`config.mk`:
```
export PLATFORM = sky130hd
export DESIGN_NAME = demux4_latch
export DESIGN_NICKNAME = d
export VERILOG_FILES = /design/src/rtl/demux4_latch_pkg.sv /design/src/rtl/demux4_latch_scan_ctr2.sv /design/src/rtl/demux4_latch.sv
export SDC_FILE = /design/constraint.sdc
export NUM_CORES = 1
export LEC_CHECK = 0
export BUFFER_PORTS_ARGS = -buffer_cell sky130_fd_sc_hd__clkbuf_2
export CORE_MARGIN = 2
export CORE_UTILIZATION = 43
export DETAILED_ROUTE_END_ITERATION = 8
export HOLD_SLACK_MARGIN = 0.12
export PLACE_DENSITY = 0.71
export RECOVER_POWER = 25
export SYNTH_ARGS = -nofsm -noshare
export SYNTH_HDL_FRONTEND = slang
export SYNTH_HIERARCHICAL = 1
export SYNTH_SLANG_ARGS = --single-unit
```
`constraint.sdc`:
```
create_clock -name clk -period 1.3 [get_ports clk]
set_clock_uncertainty 0.05 [all_clocks]
set_input_delay 0.13 -clock clk [delete_from_list [all_inputs] [get_ports clk]]
set_output_delay 0.13 -clock clk [all_outputs]
set_load 0.01 [all_outputs]
```
`src/rtl/demux4_latch_pkg.sv`:
```
// Shared select encoding for the 4:1 mux / 1:4 demux pair, plus the default data width.
package demux4_latch_pkg;

  localparam logic [1:0] SEL_O0 = 2'b00;
  localparam logic [1:0] SEL_O1 = 2'b01;
  localparam logic [1:0] SEL_O2 = 2'b10;
  localparam logic [1:0] SEL_O3 = 2'b11;

  localparam int DEMUX_WIDTH_DEF = 1;

endpackage

```
`src/rtl/demux4_latch_scan_ctr2.sv`:
```
// Modulo-4 scan counter with increment enable and synchronous clear (clear wins).
// Count is registered; o_tc flags the last slot (SEL_O3) combinationally from the count.
module scan_ctr2
  import demux4_latch_pkg::*;
(
  input  logic       clk,
  input  logic       rst,
  input  logic       i_inc,
  input  logic       i_clr,
  output logic [1:0] o_cnt,
  output logic       o_tc
);

  logic [1:0] r_cnt;

  always_ff @(posedge clk or posedge rst) begin
    if (rst) begin
      r_cnt <= SEL_O0;
    end else if (i_clr) begin
      r_cnt <= SEL_O0;
    end else if (i_inc) begin
      r_cnt <= r_cnt + 2'd1;
    end
  end

  assign o_cnt = r_cnt;
  assign o_tc  = (r_cnt == SEL_O3);

endmodule

```
`src/rtl/demux4_latch.sv`:
```
// Registered 1:4 demux rebuilding 4-word frames from a serial stream; outputs update one
// cycle after the accepting edge, one write per cycle with no stalls or backpressure.
module demux4_latch
  import demux4_latch_pkg::*;
#(
  parameter int WIDTH       = DEMUX_WIDTH_DEF,
  parameter int CLEAR_UNSEL = 0
)
(
  input  logic             clk,
  input  logic             rst,
  input  logic [WIDTH-1:0] d,
  input  logic             s1,
  input  logic             s2,
  input  logic             wr_en,
  input  logic             scan,
  output logic [WIDTH-1:0] o0,
  output logic [WIDTH-1:0] o1,
  output logic [WIDTH-1:0] o2,
  output logic [WIDTH-1:0] o3,
  output logic [3:0]       vld,
  output logic [1:0]       sel_q,
  output logic             frame_done
);

  logic [WIDTH-1:0] r_o [4];
  logic [3:0]       r_vld;
  logic [1:0]       r_sel_q;
  logic             r_frame_done;

  logic [1:0] w_cnt;
  logic       w_tc;
  logic [1:0] w_sel;
  logic [3:0] w_onehot;
  logic       w_frame_start;

  // Holding the counter in clear while scan is low makes every scan entry start at o0.
  scan_ctr2 u_scan_ctr2 (
    .clk   (clk),
    .rst   (rst),
    .i_inc (wr_en & scan),
    .i_clr (~scan),
    .o_cnt (w_cnt),
    .o_tc  (w_tc)
  );

  assign w_sel         = scan ? w_cnt : {s1, s2};
  assign w_frame_start = wr_en & scan & (w_cnt == SEL_O0);

  always_comb begin
    w_onehot = 4'b0000;
    case (w_sel)
      SEL_O0: w_onehot = 4'b0001;
      SEL_O1: w_onehot = 4'b0010;
      SEL_O2: w_onehot = 4'b0100;
      SEL_O3: w_onehot = 4'b1000;
      default: w_onehot = 4'b0000;
    endcase
  end

  always_ff @(posedge clk or posedge rst) begin
    if (rst) begin
      for (int n = 0; n < 4; n++) begin
        r_o[n] <= '0;
      end
      r_vld        <= 4'b0000;
      r_sel_q      <= SEL_O0;
      r_frame_done <= 1'b0;
    end else begin
      r_frame_done <= wr_en & scan & w_tc;
      if (wr_en) begin
        r_sel_q <= w_sel;
        for (int n = 0; n < 4; n++) begin
          if (w_onehot[n]) begin
            r_o[n]   <= d;
            r_vld[n] <= 1'b1;
          end else if ((CLEAR_UNSEL != 0) || w_frame_start) begin
            // A new scan frame only restarts the flags; data clears only in pure-demux mode.
            if (CLEAR_UNSEL != 0) begin
              r_o[n] <= '0;
            end
            r_vld[n] <= 1'b0;
          end
        end
      end
    end
  end

  assign o0         = r_o[0];
  assign o1         = r_o[1];
  assign o2         = r_o[2];
  assign o3         = r_o[3];
  assign vld        = r_vld;
  assign sel_q      = r_sel_q;
  assign frame_done = r_frame_done;

endmodule
```
==> results.md, run 1 <==
- Largest net degree at the start of global routing: 12
- CTS Buffer Depth: 2
- Mapped Nets: slightly above 60
- Post-DR wirelength/cell: approximately 13 um
- Slowest cell on the critical path: dfrtp_1
- ANT cells: 0
- Status: finished, violations left
- Hold Startpoint: s2
- Worst R2R Start: u_scan_ctr2/o_cnt[1]
- CP top delay family: flip-flops
- Final cell count without fillers: 97
- DRT Pass-1 Iters: 3
- Failing checks: negative setup slack
- Initial DRC Count: 3
- Post-layout min period: 1.32 ns
- Chip height: about 42 um
- Starting density of the core: 0.472
- Routed Antenna Nets: 0
- Worst vdd ir: about 0.74 mV
- Hpwl dp: around 930 um
- Reg2reg setup slack: -0.02 ns
- Area of placed instances: between 700 and 800 um^2
- Post-synth cell types: 24
- Critical path arrival: ~1.4 ns
- CTS tree: yes
- CTS H-tree depth: 1
- Drt drc: 0
- Final slew viol count: 0
- FF+latch count, synth: 13
- Clk Latency, worst-skew pair: 0.26 ns
- Cell total after placement: approximately 90
- Num rows: 13
- Cells along the critical path: and4b_1 -> a31oi_2 -> mux2_4
- Max incr delay on CP: ~0.41 ns
- Ports: 18
- Initial antenna violation count: 0
- PD cells: 1200 mW/mm^2
- CP required: about 1.4 ns
- Share of layout cells above drive strength 1: 0.451
- Post-DR vias/cell: just over 5
- Post-route cell area: 853 um^2
- # Max-Cap Violations: 0
- Number of standard cells after synthesis: 54
- RSZ-0062 raised after global routing: true
- Sequential share of the synthesized area: 0.511
- GP Congestion: 0.792
- Hold crit path type: primary input to flip-flop
- CP startpoint kind: flip-flop
- Core ar.: between 0.001 and 0.0015 mm^2
- Clock Sinks: 13
- Syn_area_per_cell: 11.8 um^2
- Final Hold Vio Count: 0
- Final setup vio count: 1
- WL final: ~1300 um
- Vias in the first global route: 497
- First-pass GRT wire length: between 2000 and 2500 um
- Final hold slack: ~0.13 ns
- Grt total ovfl: 0
- Critical Path Fanout Max: 4
- GRT Overall Usage: 0.160
- Worst setup EP type: flip-flop
- Period Utilization, post-route: 1.01
- Nets@finish: 91
- Die W: 42.5 um
- Synthesized area: 637 um^2
- Fmax: about 0.76 GHz
- Yosys warnings: 6
- Layout area overhead: 34.0%
- Die area: ~0.0018 mm^2
- Via Count: about 500
- PortBufs: 17
- CTS Root Cell: clkbuf_4
- Worst-path clk slew: 0.08 ns
- Setup slack after layout: -0.0160 ns
- Slew @ Worst Pin: about 0.44 ns
- Crit path kind: flip-flop to flip-flop
- CP Launch Point: u_scan_ctr2/o_cnt[1]
- Crit path buf inv count: 0
- Relative slew slack: 0.706
- Total CTS buffers: 3
- Leak: between 0.0004 and 0.0005 uW
[routing by layer]
metal  share of wire  GRT usage
met2            0.50      0.262
met5               0          0
met1            0.45      0.202
met3           0.030     0.0302
met4           0.019     0.0750
[worst reg2reg max path, stage by stage (launching register included)]
cell and delay [ns]:
dfrtp_1 0.41, and4b_1 0.23, a31oi_2 0.20, mux2_4 0.32
[cell usage after synthesis, drive strengths merged]
cell type | count | area share
mux2i | 2 | 0.031
and2 | 1 | 0.0098
a21boi | 1 | 0.029
mux2 | 4 | 0.083
a31oi | 3 | 0.039
a21o | 1 | 0.012
and4b | 2 | 0.031
xnor2 | 1 | 0.014
nor2 | 5 | 0.033
and3 | 1 | 0.0098
a21oi | 1 | 0.0079
inv | 3 | 0.018
ha | 1 | 0.020
nand4bb | 1 | 0.026
nand2 | 9 | 0.053
and2b | 1 | 0.014
nand2b | 1 | 0.0098
dfrtp | 13 | 0.51
buf | 2 | 0.029
o22ai | 1 | 0.020
[logic make-up (layout without fill, tap and decap cells)]
logic type	Yosys count	after routing	synth area share
DFF	13	13	0.511
muxes	6	6	0.114
xor gates and xnor gates	1	1	0.0138
AOI/OAI and AO/OA	7	7	0.108
buffers and inverters	5	33	0.0472
adders and majority gates	1	1	0.0196
and+or+nand+nor	21	21	0.187
[placed cells by master (no fill, tap or decap)]
cell / synthesis / final
clkbuf_2: 0 / 16
inv_1: 3 / 3
mux2_4: 2 / 4
clkbuf_1: 0 / 2
xnor2_1: 1 / 1
a31oi_2: 1 / 2
nor2_2: 1 / 1
nand2_1: 9 / 8
a31oi_1: 2 / 1
o22ai_2: 1 / 1
a21o_1: 1 / 1
nor2_1: 4 / 4
buf_4: 1 / 5
nand2_2: 0 / 1
and4b_1: 2 / 2
dfrtp_1: 13 / 13
dlygate4sd3_1: 0 / 3
buf_6: 1 / 1
nand2b_1: 1 / 1
clkbuf_4: 0 / 3
ha_1: 1 / 1
a21boi_4: 1 / 1
and2_1: 1 / 1
and3_1: 1 / 1
and2b_2: 1 / 1
mux2i_1: 2 / 2
nand4bb_4: 0 / 1
a21oi_1: 1 / 1
[per-stage QoR]
stage / utilization / total power [uW] / TNS (ns) / setup WS, ns
floorplan: - / 654 / 0 / 0.00875
global placement: 0.571 / 754 / 0 / 0.0182
detailed placement: 0.571 / 758 / -0.0116 / -0.0116
CTS: 0.613 / 1010 / -0.0233 / -0.0233
global route: 0.632 / 1070 / -0.0890 / -0.0734
finish: 0.632 / 1020 / -0.0160 / -0.0160
[repair_timing]
action                                  CTS  global route
pin swaps                                 0             2
endpoints found under the setup margin    1             3
hold buffers                              3             0
cloned                                    0             0
endpoints found under the hold margin    18             0
resized for setup                         0             5
buffers inserted                          0             1
[flip-flops by register name, summed over array words and instances, names as in the netlist]
| signal | cells |
|---|---|
| o2 | 1 |
| frame_done | 1 |
| o3 | 1 |
| u_scan_ctr2/o_cnt | 2 |
| sel_q | 2 |
| o1 | 1 |
| o0 | 1 |
| vld | 4 |
[final timing paths]
check,cells after the start,endpoint
worst max-delay path,3,o2
worst min-delay path,3,vld[1]
worst max register to register,3,o2
worst min register to register,2,vld[2]
max in group asynchronous,3,frame_done
min in group asynchronous,3,u_scan_ctr2/o_cnt[1]
[report_power, final]
part	total (uW)	leakage (uW)	switching [uW]	internal [uW]
Combinational	276	0.000280	128	148
Clock	245	0.0000150	126	119
Sequential	501	0.000161	34.2	467
[cell type report]
type	instances	area, um^2
multi-input combinational	36	309
timing repair buffer	26	163
fill	110	497
sequential	13	325
tap	15	18.8
clock buffer	4	26.3
inverter	3	11.3
Power figures use the tool's default switching activity.
==> run 2: changes to the inputs <==
--- a/config.mk
+++ b/config.mk
@@ -12,6 +12,7 @@
 export HOLD_SLACK_MARGIN = 0.12
 export PLACE_DENSITY = 0.71
 export RECOVER_POWER = 25
+export SKIP_CTS_REPAIR_TIMING = 1
 export SYNTH_ARGS = -nofsm -noshare
 export SYNTH_HDL_FRONTEND = slang
 export SYNTH_HIERARCHICAL = 1
==> run 2 against run 1 <==
  * The run still ends with negative setup slack left
  * Setup slack improved by 0.012 ns
  * Power down 0.28%
  * Sequential share of layout area rose by 0.40 points
  * Combinational power barely moved
  * Via count is 1.4% lower
  * Sequential power hardly changed
==> results.md, run 2 (synthesized netlist as in run 1, its figures left out) <==
- Status: finished, violations left
- Failing checks: negative setup slack
- Total CTS buffers: 3
- WL final: between 1000 and 1500 um
- ANT cells: 0
- Post-DR wirelength/cell: approximately 13 um
- CP top delay family: flip-flops
- Worst R2R Start: u_scan_ctr2/o_cnt[1]
- Final slew viol count: 0
- Fmax: between 0.7 and 0.8 GHz
- Ports: 18
- Hold endpoint: sel_q[1]
- Worst vdd ir: 0.758 mV
- Leak: approximately 0.00045 uW
- Worst-path clk slew: about 0.080 ns
- RSZ-0062 raised after global routing: true
- Num rows: 13
- CP required: about 1.4 ns
- Chip height: 42.5 um
- CTS tree: yes
- Final setup vio count: 1
- Routed Antenna Nets: 0
- Worst Hold Depth: 2
- Tot Pwr: 1020 uW
- Nets@finish: 90
- CTS Root Cell: clkbuf_4
- CP startpoint kind: flip-flop
- Worst setup EP type: flip-flop
- Relative slew slack: 0.706
- Vias in the first global route: approximately 480
- PD cells: approximately 1200 mW/mm^2
- DRT Pass-1 Iters: 4
- Core ar.: roughly 0.0014 mm^2
- Final hold slack: between 0.1 and 0.15 ns
- Final Hold Vio Count: 0
- Post-layout min period: between 1 and 1.5 ns
- GRT Overall Usage: 0.155
- CTS H-tree depth: 1
- Starting density of the core: 0.472
- Share of layout cells above drive strength 1: 0.469
- Crit path kind: flip-flop to flip-flop
- Layout area overhead: 32.6%
- Clock Sinks: 13
- Post-route cell area: approximately 840 um^2
- Max incr delay on CP: ~0.41 ns
- Area of placed instances: 771 um^2
- GP Congestion: 0.792
- Max reg flops: 4
- Reg2Reg Depth: 3
- Initial DRC Count: 8
- Period Utilization, post-route: 1.00
- CTS Buffer Depth: 2
- Largest net degree at the start of global routing: 12
- Die area: around 0.0018 mm^2
- Reg2reg setup slack: -0.004 ns
- Grt total ovfl: 0
- Hold Startpoint: wr_en
- PortBufs: 17
- Post-layout util: 0.626
- # Max-Cap Violations: 0
- Crit path buf inv count: 0
- Most frequent cells in the layout: clkbuf_2, dfrtp_1, nand2_1
- Initial antenna violation count: 0
- Drt drc: 0
- Most common cell after layout, fill and taps aside: clkbuf_2
- Post-DR vias/cell: between 5 and 6
- Critical Path Fanout Max: 4
- Slew @ Worst Pin: ~0.44 ns
- Cells along the critical path: and4b_1 -> a31oi_2 -> mux2_4
- Hpwl dp: between 900 and 1000 um
- Setup WS pre-CTS: -0.0116 ns
- Slowest cell on the critical path: dfrtp_1
- Clk Latency, worst-skew pair: about 0.27 ns
- Critical path arrival: approximately 1.4 ns
- Reg2Reg Capture Point: o2
- Via Count: approximately 500
- Die W: ~42 um
- Hold crit path type: primary input to flip-flop
- First-pass GRT wire length: 2090 um
- Setup slack after layout: -0.00445 ns
-- run 2: cell count changes in the layout (fill, tap and decap cells not counted) --
| cell | previous run | this run |
|---|---|---|
| clkbuf_1 | 2 | 1 |
| clkbuf_2 | 16 | 17 |
| dlygate4sd3_1 | 3 | 2 |
-- run 2: per-layer routing --
metal / global-route usage / vias up / wire length [um]
li1: - / 244 / -
met1: 0.199 / 240 / 571
met2: 0.258 / 10 / 615
met3: 0.0259 / 2 / 42
met4: 0.0563 / 0 / 5
met5: 0 / - / 0
-- run 2: worst max-delay path by stage --
stage,startpoint,slack (ns),endpoint,depth (start not counted)
2_1_floorplan,u_scan_ctr2/o_cnt[1],0.009,o2,3
3_5_place_dp,u_scan_ctr2/o_cnt[1],-0.01,o2,3
4_1_cts,u_scan_ctr2/o_cnt[1],-0.02,o2,3
3_3_place_gp,u_scan_ctr2/o_cnt[1],0.02,o2,3
5_1_grt,u_scan_ctr2/o_cnt[1],-0.05,o2,3
6_report,u_scan_ctr2/o_cnt[1],-0.004,o2,3
-- run 2: layout make-up --
cell class              instances  area [um^2]
inverters                       3         11.3
well taps                      15         18.8
fillers                       111          505
flip-flops and latches         13          325
multi-input cells              36          309
repair buffers                 25          154
clock buffers                   4         26.3
-- run 2: report_power, final --
| part | total (uW) | leakage [uW] | internal [uW] | switching (uW) |
|---|---|---|---|---|
| Sequential | 500 | 0.000161 | 467 | 33.0 |
| Clock | 246 | 0.0000150 | 119 | 127 |
| Combinational | 273 | 0.000278 | 146 | 127 |
-- run 2: through the flow --
| stage | setup TNS, ns | std cells |
|---|---|---|
| detailed placement | -0.0116 | 89 |
| global route | -0.0952 | 96 |
| CTS | -0.0233 | 93 |
| floorplan | 0 | 54 |
| finish | -0.00445 | 96 |
| global placement | 0 | 89 |
